$ cat src/rtl/serial_adder.sv
// Bit-serial adder: loads two WIDTH-bit operands, then produces their sum one
// bit per clock (LSB first) through a single full adder and one carry flop.
module serial_adder #(
  parameter int WIDTH = 8
) (
  input  logic             clk,
  input  logic             rst,
  input  logic             start,
  input  logic [WIDTH-1:0] a,
  input  logic [WIDTH-1:0] b,
  output logic             busy,
  output logic             done,
  output logic [WIDTH-1:0] sum,
  output logic             carry_out
);

  localparam int CW = $clog2(WIDTH + 1);
  localparam logic [CW-1:0] LAST = CW'(WIDTH - 1);

  typedef enum logic [1:0] {IDLE, ADD, DONE} state_t;

  state_t           state, state_nxt;
  logic [WIDTH-1:0] sa, sb;
  logic [WIDTH-1:0] sum_nxt;
  logic [CW-1:0]    cnt;
  logic             c;
  logic [1:0]       fa_out;

  // {carry, sum}
  function automatic logic [1:0] half_add(input logic x, input logic y);
    return {x & y, x ^ y};
  endfunction

  function automatic logic [1:0] full_add(input logic x, input logic y, input logic cin);
    logic [1:0] h1, h2;
    h1 = half_add(x, y);
    h2 = half_add(h1[0], cin);
    return {h1[1] | h2[1], h2[0]};
  endfunction

  assign fa_out = full_add(sa[0], sb[0], c);

  // New sum bit enters at the MSB; after WIDTH shifts bit 0 sits at the LSB.
  generate
    if (WIDTH == 1) begin : g_w1
      always_comb sum_nxt = fa_out[0];
    end else begin : g_wn
      always_comb sum_nxt = {fa_out[0], sum[WIDTH-1:1]};
    end
  endgenerate

  always_ff @(posedge clk) begin
    if (rst) state <= IDLE;
    else     state <= state_nxt;
  end

  always_comb begin
    state_nxt = state;
    case (state)
      IDLE:    if (start) state_nxt = ADD;
      ADD:     if (cnt == LAST) state_nxt = DONE;
      DONE:    state_nxt = IDLE;
      default: state_nxt = IDLE;
    endcase
  end

  always_comb begin
    busy = (state == ADD);
    done = (state == DONE);
  end

  always_ff @(posedge clk) begin
    if (rst) begin
      sa        <= '0;
      sb        <= '0;
      c         <= 1'b0;
      cnt       <= '0;
      sum       <= '0;
      carry_out <= 1'b0;
    end else begin
      case (state)
        IDLE: begin
          if (start) begin
            sa  <= a;
            sb  <= b;
            c   <= 1'b0;
            cnt <= '0;
          end
        end
        ADD: begin
          sa  <= sa >> 1;
          sb  <= sb >> 1;
          c   <= fa_out[1];
          sum <= sum_nxt;
          cnt <= cnt + 1'b1;
          if (cnt == LAST) carry_out <= fa_out[1];
        end
        default: ;
      endcase
    end
  end

endmodule

$ cat config.mk
export PLATFORM = sky130hd
export DESIGN_NAME = serial_adder
export DESIGN_NICKNAME = d
export VERILOG_FILES = /design/src/rtl/serial_adder.sv
export SDC_FILE = /design/constraint.sdc
export NUM_CORES = 1
export LEC_CHECK = 0
export ABC_AREA = 1
export ABC_CLOCK_PERIOD_IN_PS = 1400
export CORE_ASPECT_RATIO = 2
export CORE_UTILIZATION = 49
export CTS_BUF_LIST = sky130_fd_sc_hd__clkbuf_16
export DETAILED_ROUTE_END_ITERATION = 16
export GPL_ROUTABILITY_DRIVEN = 0
export PLACE_DENSITY = 0.77
export SLEW_MARGIN = 10
export SYNTH_ARGS = -nofsm -noshare
export SYNTH_HDL_FRONTEND = slang
export SYNTH_SLANG_ARGS = --single-unit
$ cat constraint.sdc
create_clock -name clk -period 1.4 [get_ports clk]
set_input_delay 0.28 -clock clk [delete_from_list [all_inputs] [get_ports clk]]
set_output_delay 0.28 -clock clk [all_outputs]
set_load 0.01 [all_outputs]
**Yosys cells after proc, flatten, opt, wreduce, memory -nomap -nowiden**

Cells that the tools add are included.

- Reduce and logical (&&, ||, !) cells: 5
- Bitwise logic cells: 5
- $add $sub $neg: 1
- Muxes and demuxes: 11
- Equal/unequal tests: 5

Operators with widths:

| kind | count |
|---|---|
| one-hot mux 8 bit (2 select lines) | 2 |
| two-way mux 8 bit | 2 |
| one-hot mux 4 bit (2 select lines) | 1 |
| AND reduction 2 bit | 3 |
| adder 4 x 1 -> 4 bit (second input constant) | 1 |
| equality test 4 x 3 -> 1 bit (second input constant) | 1 |
| two-way mux 2 bit | 2 |
| two-way mux 4 bit | 1 |
| one-hot mux 2 bit (2 select lines) | 1 |
| bitwise AND 1 bit | 2 |
| equality test 2 x 1 -> 1 bit (second input constant) | 1 |
| equality test 2 bit (second input constant) | 1 |
| logical NOT 2 bit | 1 |
| inequality test 2 x 1 -> 1 bit (second input constant) | 1 |
| inequality test 2 bit (second input constant) | 1 |
| one-hot mux 1 bit (2 select lines) | 1 |
| nonzero test 2 bit | 1 |
| bitwise XOR 1 bit | 2 |
| two-way mux 1 bit | 1 |
| OR 1 bit | 1 |

- Word-level logic and storage cells: 34
- Register bits after elaboration: 32

**Longest topological paths before layout**

Gate-level depths: netlist of run 1.

- Word-level depth: 4
- Gate-level depth with buffers: 7

**Worst setup path after synthesis of run 1**

OpenSTA, ideal clock, no wires.

- Path kind: input-to-reg
- From: in start
- To: reg sa[0]
- Library setup time: 0.128 ns
- Stages on the path: 7
- Path slack: 0.287 ns
- Arrival: 0.986 ns
- Buffers on the path: 2
- Path through: buf_2 nand2_2 nand2_2 buf_2 nor2_1 nor2_1 nor2_1

- Cells in the longest elaborated chain, start to end: 2

RTL lines:

| item | RTL line | RTL |
|---|---|---|
| from (decl) | 8 | `input logic start,` |
| inequality test 2 bit (no source line) | n/a |  |
| AND reduction 2 bit (no source line) | n/a |  |
| to (signal assigned) | 91 | `sa <= sa >> 1;` |
| to (decl) | 23 | `logic [WIDTH-1:0] sa, sb;` |

Every way passes these cells.
A chain may end at the register's enable or synchronous reset.

**Final worst setup path of run 1**

- From: reg state[1]
- To: out done

- Cells in the longest elaborated chain, start to end: 1

RTL lines:

| item | RTL line | RTL |
|---|---|---|
| from (decl) | 22 | `state_t state, state_nxt;` |
| from (signal assigned) | 54 | `else state <= state_nxt;` |
| equality test 2 bit | 69 | `done = (state == DONE);` |
| to (decl) | 12 | `output logic done,` |

Every way passes these cells.

==> flow_summary.yaml, run 1 <==
place:
  hpwl_um: 2230
  place_ws_ns: -0.0578
  port_buffers: 29
  placed_area_mm2: 0.00175
die:
  dieWidth_um: 40.1
  start_util_pct: 51.9
  ioPinCount: 30
  dieArea_mm2: 0.00313
  rows: 27
  die_h_um: 78.2
  core_area_mm2: 0.00274
setup_path:
  path_depth: 3
  crit_chain: "inv_2, nor2_1, dlygate4sd2_1"
  cp.required_ns: 1.12
  endpoint_kind: "output port"
  r2r_cells: 5
  cp_data_arrival_time_ns: 1.05
  crit_type: "register to output port"
  crit_fanout: 3
  slowest_stage: "dfxtp_1"
  cpPeakStageDelay_ns: 0.36
  crit_family: "flip-flops"
  worst-path-buf-inv: 2
  start_kind: "register"
sta:
  period_share_pct: 95.2
  timing.final.ws_setup_ns: 0.0673
  maxSlewHeadroom_pct: 69.6
  rsz0062_at_grt: "false"
  finalSetupViolCount: 0
  slew_violations: 0
  fin_skew_ns: 0.00338
  fmax_mhz: 750
  whs_ns: 0.456
  worstMarginPinSlew_ns: 0.455
  hold_viol_final: 0
  finalCriticalPeriod_ns: 1.33
  fin_tns_setup_ns: 0
cells_and_area:
  area_growth_pct: 33.5
  fin_nets: 266
  diodes: 0
  fillers: 236
  drive_gt1_share_pct: 7.72
  final_cell_area_mm2: 0.00190
run_status:
  status: "completed"
power_and_ir_drop:
  p_sw_uw: 559
  swShare_pct: 22.5
  clockPowerShare_pct: 48.4
  p_leak_nw: 0.881
  power-per-cell-area_mw_per_mm2: 1310
  sequentialPowerShare_pct: 40.1
  vdd_drop_max_mv: 0.961
  share_comb_of_total_power_pct: 11.6
  p_int_mw: 1.92
min_path:
  worst_hold_path.num_cells: 2
  holdCritPathClass: "register to register"
drt:
  drt_iter0_drc: 31
  routedWlPerCell_um: 11.9
  vias: 1392
  vias_per_cell: 5.06
  routed_wl_um: 3270
  antenna_left: 0
  firstDrtPassIters: 4
  drc_errors: 0
synthesis:
  syn_area_per_cell_um2: 6.70
  synthCells: 212
  yosys.area.top_type_share_pct: 45.1
  synth.yosys.seq_area_share_pct: 45.1
  synthArstFlopShare_pct: 0
  synth_common_cells: "56 x nor2_1, 43 x nand2_1, 32 x dfxtp_1"
  synth_compound_area_share_pct: 6.34
  synth_area_leaders: "dfxtp_1 45%, nor2_1 15%, nand2_1 11%"
  synth_top_cell_by_area: "dfxtp_1"
  synthFlopType: "dfxtp_1"
  synth_top_family_by_area: "simple AND/OR/NAND/NOR gates"
  ys_ff_latch: 32
  synth_nets: 233
  synth_mux_area_share_pct: 0
  synth_xor_area_share_pct: 0
  synth_edf_count: 0
  synth_area_mm2: 0.00142
  synthSimpleGateAreaFrac_pct: 37.1
  synth_most_common_cell: "nor2_1"
  yosys_warnings: 0
  yosysUniqueCellTypes: 16
  synthAdderAreaFrac_pct: 2.29
global_route:
  grt_max_degree: 30
  track_usage_pct: 24.8
  grt_pass1_vias: 1258
  grt_pass1_wl_um: 5280
  grt.overflow.total: 0
  antenna_found_initial: 0
clock_tree:
  cts_buffers: 5
  clkTransAtPathRegs_ns: 0.05
  cts_buffer_depth: 2
  cts_tree: "done"
  h-tree-depth: 2
  cts.sinks: 32
  cts_setup_buffers: 0
  worstSkewPairLatency_ns: 0.28
  root_buffer: "clkbuf_16"
flow_run:
  maxCapViolCount: 0
-- state kept, by name (all words and copies together), names as in the netlist --
signal     cells
sb             8
cnt            4
sa             8
sum            8
c              1
state          2
carry_out      1
-- repair_timing --
action | in CTS | in global routing
hold buffers | 0 | 0
endpoints found under the setup margin | 11 | 1
gates resized for setup | 11 | 2
gates cloned | 0 | 0
-- tightest hold or removal path, stage by stage, from the launching register on --
cell	delay, ns
dfxtp_1	0.30
nand2_1	0.06
a21oi_1	0.05
-- cells in the final DEF, fill, tap and decap left out, drive strengths merged --
| cell | synthesis | final |
|---|---|---|
| dfxtp | 32 | 32 |
| inv | 20 | 20 |
| bufinv | 0 | 1 |
| dlygate4sd2 | 0 | 10 |
| clkdlybuf4s50 | 0 | 18 |
| ha | 1 | 1 |
| fa | 1 | 1 |
| o21ai | 10 | 10 |
| clkinv | 0 | 2 |
| nand3 | 26 | 26 |
| buf | 9 | 8 |
| a21oi | 8 | 8 |
| nor2 | 56 | 56 |
| nor4 | 1 | 1 |
| nand2 | 46 | 46 |
| clkbuf | 2 | 6 |
-- area by class of cell --
type,count,area (um2),area share [%]
clock buffers,5,125,6.60
clock inverters,3,37.5,1.98
inverters,20,75.1,3.96
multi-input cells,149,649,34.2
flip-flops and latches,32,641,33.8
well taps,29,36.3,1.91
repair buffers,37,333,17.5
-- layer usage --
metal	GRT usage (%)	share of wire, %	vias up	wire length [um]
li1	-	-	720	-
met1	23.3	37	615	1210
met2	42.7	56	44	1820
met3	7.63	3.7	13	122
met4	13.8	3.6	0	118
met5	0	0	-	0
-- logic make-up (layout without fill, tap and decap cells) --
kind of cell / count (synthesis) / count (layout)
compound gates: 18 / 18
fa+ha+maj: 2 / 2
buf+inv: 31 / 65
flops: 32 / 32
simple gates: 129 / 129
-- per-stage QoR --
stage	std cells	total power, mW	util [%]
3_5_place_dp	267	1.31	64.0
2_1_floorplan	212	1.18	-
6_report	275	2.48	69.3
4_1_cts	275	2.51	69.5
5_1_grt	275	2.59	69.3
3_3_place_gp	267	1.31	64.0
-- power groups by stage --
| stage | sequential [mW] | combinational (mW) | clock [mW] |
|---|---|---|---|
| 3_3_place_gp | 1.01 | 0.298 | 0 |
| 3_5_place_dp | 1.01 | 0.302 | 0 |
| 6_report | 0.994 | 0.287 | 1.20 |
| 2_1_floorplan | 1.02 | 0.161 | 0 |
| 4_1_cts | 0.993 | 0.292 | 1.22 |
| 5_1_grt | 1.00 | 0.323 | 1.26 |
-- worst paths after layout --
check                                from        end  slack [ns]
worst min-delay path            carry_out  carry_out        0.46
worst max-delay path             state[1]       done        0.07
worst min register to register  carry_out  carry_out        0.46
worst max register to register     cnt[0]  carry_out        0.19
(Power assumes the default switching activity.)
==> run 2, diff against run 1 <==
--- a/config.mk
+++ b/config.mk
@@ -9,7 +9,6 @@
 export ABC_CLOCK_PERIOD_IN_PS = 1400
 export CORE_ASPECT_RATIO = 2
 export CORE_UTILIZATION = 49
-export CTS_BUF_LIST = sky130_fd_sc_hd__clkbuf_16
 export DETAILED_ROUTE_END_ITERATION = 16
 export GPL_ROUTABILITY_DRIVEN = 0
 export PLACE_DENSITY = 0.77
==> run 2 against run 1 <==
Power shrank 9.3%. Combinational power hardly changed. Fmax is 2.1% higher. Utilization is 1.3 points lower. First-iteration DRC count up 16%. Hold slack gained 0.0023 ns. Count of clock-buffer cells in the layout increased by 2. Critical path depth unchanged. Non-clock buffer count stayed put. Design area down 1.8%.
==> flow_summary.yaml, run 2 (synthesis gave the netlist of run 1 again) <==
clock_tree:
  worstSkewPairLatency_ns: 0.29
  root_buffer: "clkbuf_8"
  cts_hold_buffers: 0
  cts.sinks: 32
  cts_buffer_depth: 2
  cts_tree: "done"
  clkTransAtPathRegs_ns: 0.07
  cts_setup_buffers: 0
  cts_buffers: 5
  h-tree-depth: 2
cells_and_area:
  final_cell_area_mm2: 0.00186
  mostFrequentLayoutCells: "56 x nor2_1, 43 x nand2_1, 31 x dfxtp_1"
  regArea_um2: 642
  fin_nets: 266
  final_common_cell: "nor2_1"
  area_growth_pct: 31.0
  diodes: 0
  finish.utilization_pct: 68.0
  drive_gt1_share_pct: 8.94
  multiInputGateArea_um2: 649
  reg_top3: "sa (8), sb (8), sum (8)"
  fillers: 244
global_route:
  grt_pass1_vias: 1227
  grt_pass1_wl_um: 5130
  track_usage_pct: 24.5
  antenna_found_initial: 0
  grt.overflow.total: 0
  grt_max_degree: 30
drt:
  drt_iter0_drc: 36
  vias: 1383
  vias_per_cell: 5.03
  firstDrtPassIters: 4
  drc_errors: 0
  routed_wl_um: 3210
  antenna_left: 0
  routedWlPerCell_um: 11.7
die:
  rows: 27
  die_h_um: 78.2
  ioPinCount: 30
  dieArea_mm2: 0.00313
  core_area_mm2: 0.00274
  dieWidth_um: 40.1
  start_util_pct: 51.9
sta:
  rsz0062_at_grt: "false"
  whs_ns: 0.458
  slew_violations: 0
  finalSetupViolCount: 0
  period_share_pct: 93.3
  maxSlewHeadroom_pct: 71.4
  fin_tns_setup_ns: 0
  worstMarginPinSlew_ns: 0.428
  fin_skew_ns: 0.00419
  finalCriticalPeriod_ns: 1.31
  hold_viol_final: 0
  fmax_mhz: 766
setup_path:
  regToRegSetupSlack_ns: 0.20
  worstReg2RegStart: "cnt[0]"
  endpoint_kind: "output port"
  cp.required_ns: 1.12
  cp_data_arrival_time_ns: 1.03
  reg2reg_to: "carry_out"
  crit_fanout: 3
  start_kind: "register"
  crit_type: "register to output port"
  r2r_cells: 5
min_path:
  holdCritPathClass: "register to register"
  holdPathEnd: "carry_out"
  worst_hold_path.num_cells: 2
  min_from: "carry_out"
run_status:
  status: "completed"
power_and_ir_drop:
  power-per-cell-area_mw_per_mm2: 1210
  vdd_drop_max_mv: 1.00
  p_leak_nw: 0.867
place:
  port_buffers: 29
  hpwl_um: 2230
  placed_area_mm2: 0.00175
flow_run:
  maxCapViolCount: 0
run 2: changes by cell type in the layout (fill, tap and decap cells not counted):
cell | previous run | this run
clkinv_1 | 2 | 0
dfxtp_2 | 0 | 1
clkbuf_16 | 5 | 0
dfxtp_1 | 32 | 31
clkbuf_8 | 0 | 7
run 2: where the power goes:
part	switching [mW]	leakage (nW)	internal (mW)	total [mW]
registers	0.0305	0.263	0.961	0.991
logic	0.153	0.540	0.133	0.286
clock network	0.345	0.0645	0.628	0.973
run 2: timing repair:
action,in CTS,in global routing
gates resized for setup,11,3
endpoints found under the hold margin,0,0
endpoints found under the setup margin,11,2
run 2: stage by stage:
step / power (mW) / setup slack [ns] / cells
after detailed placement: 1.31 / -0.0578 / 267
after CTS: 2.28 / 0.0246 / 275
after global placement: 1.31 / -0.0201 / 267
final: 2.25 / 0.0943 / 275
after global routing: 2.36 / 0.0278 / 275
after floorplan: 1.18 / 0.287 / 212
run 2: worst max path at each step:
stage               slack (ns)  startpoint    end
detailed placement       -0.06       start  sa[3]
global placement         -0.02       start  sb[2]
global route              0.03    state[1]   done
CTS                       0.02    state[0]   busy
floorplan                 0.29       start  sa[0]
finish                    0.09    state[1]   done
run 2: cell type report:
class | instances | share of cell area, %
timing repair buffer | 37 | 17.9
clock buffer | 7 | 5.17
tap | 29 | 1.95
multi-input combinational | 149 | 34.9
clock inverter | 1 | 1.61
sequential | 32 | 34.5
inverter | 20 | 4.03
run 2: metal layers:
layer | vias to the layer above | GRT usage [%] | routed length (um)
li1 | 719 | - | -
met1 | 613 | 22.7 | 1180
met2 | 39 | 40.8 | 1790
met3 | 12 | 7.91 | 113
met4 | 0 | 16.9 | 129
met5 | - | 0 | 0
run 2: critical path, stage by stage, from the launching register on:
cell and delay (ns):
dfxtp_2 0.35, inv_2 0.05, nor2_1 0.07, dlygate4sd2_1 0.27
==> run 3, diff against run 2 <==
--- a/config.mk
+++ b/config.mk
@@ -11,7 +11,8 @@
 export CORE_UTILIZATION = 49
 export DETAILED_ROUTE_END_ITERATION = 16
 export GPL_ROUTABILITY_DRIVEN = 0
-export PLACE_DENSITY = 0.77
+export GPL_TIMING_DRIVEN = 0
+export PLACE_DENSITY = 0.87
 export SLEW_MARGIN = 10
 export SYNTH_ARGS = -nofsm -noshare
 export SYNTH_HDL_FRONTEND = slang
==> run 3 against run 2 <==
Wire length fell by 0.93%. Hold slack got worse by 0.18 ns. Die area did not move. Power fell by 4.6%. Flip-flop and latch count did not move. Register-to-register slack got worse by 0.08 ns. Critical path depth did not move. Critical endpoint is now busy. Largest power group unchanged.
==> flow_summary.yaml, run 3 (synthesis gave the netlist of run 1 again) <==
place:
  hpwl_um: 2270
  port_buffers: 27
  dp.cells: 268
power_and_ir_drop:
  power-per-cell-area_mw_per_mm2: 1170
  p_sw_uw: 530
  power.total_mw: 2.15
  p_leak_nw: 0.847
  swShare_pct: 24.7
  vdd_drop_max_mv: 0.968
  p_int_mw: 1.62
  clockPowerShare_pct: 40.6
  sequentialPowerShare_pct: 46.2
  share_comb_of_total_power_pct: 13.2
clock_tree:
  cts_tree: "done"
  cts.sinks: 32
  cts_buffer_depth: 2
  h-tree-depth: 2
  clkTransAtPathRegs_ns: 0.07
  worstSkewPairLatency_ns: 0.29
  cts_buffers: 5
  root_buffer: "clkbuf_8"
die:
  ioPinCount: 30
  rows: 27
  start_util_pct: 51.9
  dieArea_mm2: 0.00313
  core_area_mm2: 0.00274
  dieWidth_um: 40.1
  die_h_um: 78.2
cells_and_area:
  reg_top3: "sa (8), sb (8), sum (8)"
  fillers: 248
  drive_gt1_share_pct: 10.1
  area_growth_pct: 28.7
  regArea_um2: 646
  fin_nets: 267
  finish.utilization_pct: 66.8
  fin_cells: 276
  final_common_cell: "nor2_1"
  diodes: 0
  mostFrequentLayoutCells: "54 x nor2_1, 43 x nand2_1, 30 x dfxtp_1"
  multiInputGateArea_um2: 654
global_route:
  grt_pass1_wl_um: 5270
  track_usage_pct: 24.3
  grt.overflow.total: 0
  grt_max_degree: 11
  grt_pass1_vias: 1243
  antenna_found_initial: 0
sta:
  rsz0062_at_grt: "false"
  finalSetupViolCount: 0
  fmax_mhz: 772
  slew_violations: 0
  finalCriticalPeriod_ns: 1.29
  fin_skew_ns: 0.00843
  period_share_pct: 92.5
  hold_viol_final: 0
  worstMarginPinSlew_ns: 0.459
  maxSlewHeadroom_pct: 69.4
  fin_tns_setup_ns: 0
  whs_ns: 0.274
setup_path:
  regToRegSetupSlack_ns: 0.12
  start_kind: "register"
  cp_data_arrival_time_ns: 1.01
  cp.required_ns: 1.12
  crit_type: "register to output port"
  crit_fanout: 4
  endpoint_kind: "output port"
min_path:
  holdCritPathClass: "primary input to register"
drt:
  routedWlPerCell_um: 11.5
  vias_per_cell: 5.06
  drc_errors: 0
  firstDrtPassIters: 4
  antenna_left: 0
  drt_iter0_drc: 32
  vias: 1396
  routed_wl_um: 3180
flow_run:
  maxCapViolCount: 0
run_status:
  status: "completed"
[run 3: path summary, 6_finish.rpt]
check | start | end | cells past startpoint
max reg2reg | state[0] | sa[5] | 6
min reg2reg | carry_out | carry_out | 2
max | state[0] | busy | 3
min | rst | sa[7] | 2
[run 3: layout make-up]
cell class                      instances  share of cell area (%)
Buffer                                  9                    2.53
Clock buffer                            6                    3.97
Clock inverter                          2                    1.92
Inverter                               20                    4.10
Multi-Input combinational cell        149                    35.8
Sequential cell                        32                    35.3
Tap cell                               29                    1.98
Timing Repair Buffer                   29                    14.4
[run 3: power by group through the flow]
stage / Sequential (mW) / Clock, mW / Combinational (mW)
3_5_place_dp: 1.01 / 0 / 0.292
2_1_floorplan: 1.02 / 0 / 0.161
5_1_grt: 0.998 / 0.926 / 0.320
3_3_place_gp: 1.01 / 0 / 0.287
6_report: 0.992 / 0.871 / 0.283
4_1_cts: 0.992 / 0.883 / 0.287
[run 3: stage by stage]
| step | instance area, um2 | setup WS [ns] |
|---|---|---|
| 2_1_floorplan | 1420 | 0.287 |
| 3_3_place_gp | 1730 | -0.258 |
| 3_5_place_dp | 1730 | -0.257 |
| 4_1_cts | 1840 | -0.0369 |
| 5_1_grt | 1830 | 0.0266 |
| 6_report | 1830 | 0.105 |
[run 3: timing repair]
item | 4_1_cts | 5_1_grt
setup endpoints to repair | 11 | 7
gates resized for setup | 18 | 4
setup buffers | 1 | 1
hold buffers | 0 | 0
pin swaps | 0 | 1
[run 3: metal layers]
metal	track usage [%]	part of all wire (%)	up-vias
met5	0	0	-
met4	12.8	3.3	0
met3	7.34	4.1	11
met2	40.5	55	39
met1	25.0	38	623
li1	-	-	723
[run 3: worst max-delay path: stages, from the launching register on]
cell     delay (ns)
dfxtp_4        0.36
inv_1          0.05
nor2_2         0.16
buf_2          0.16
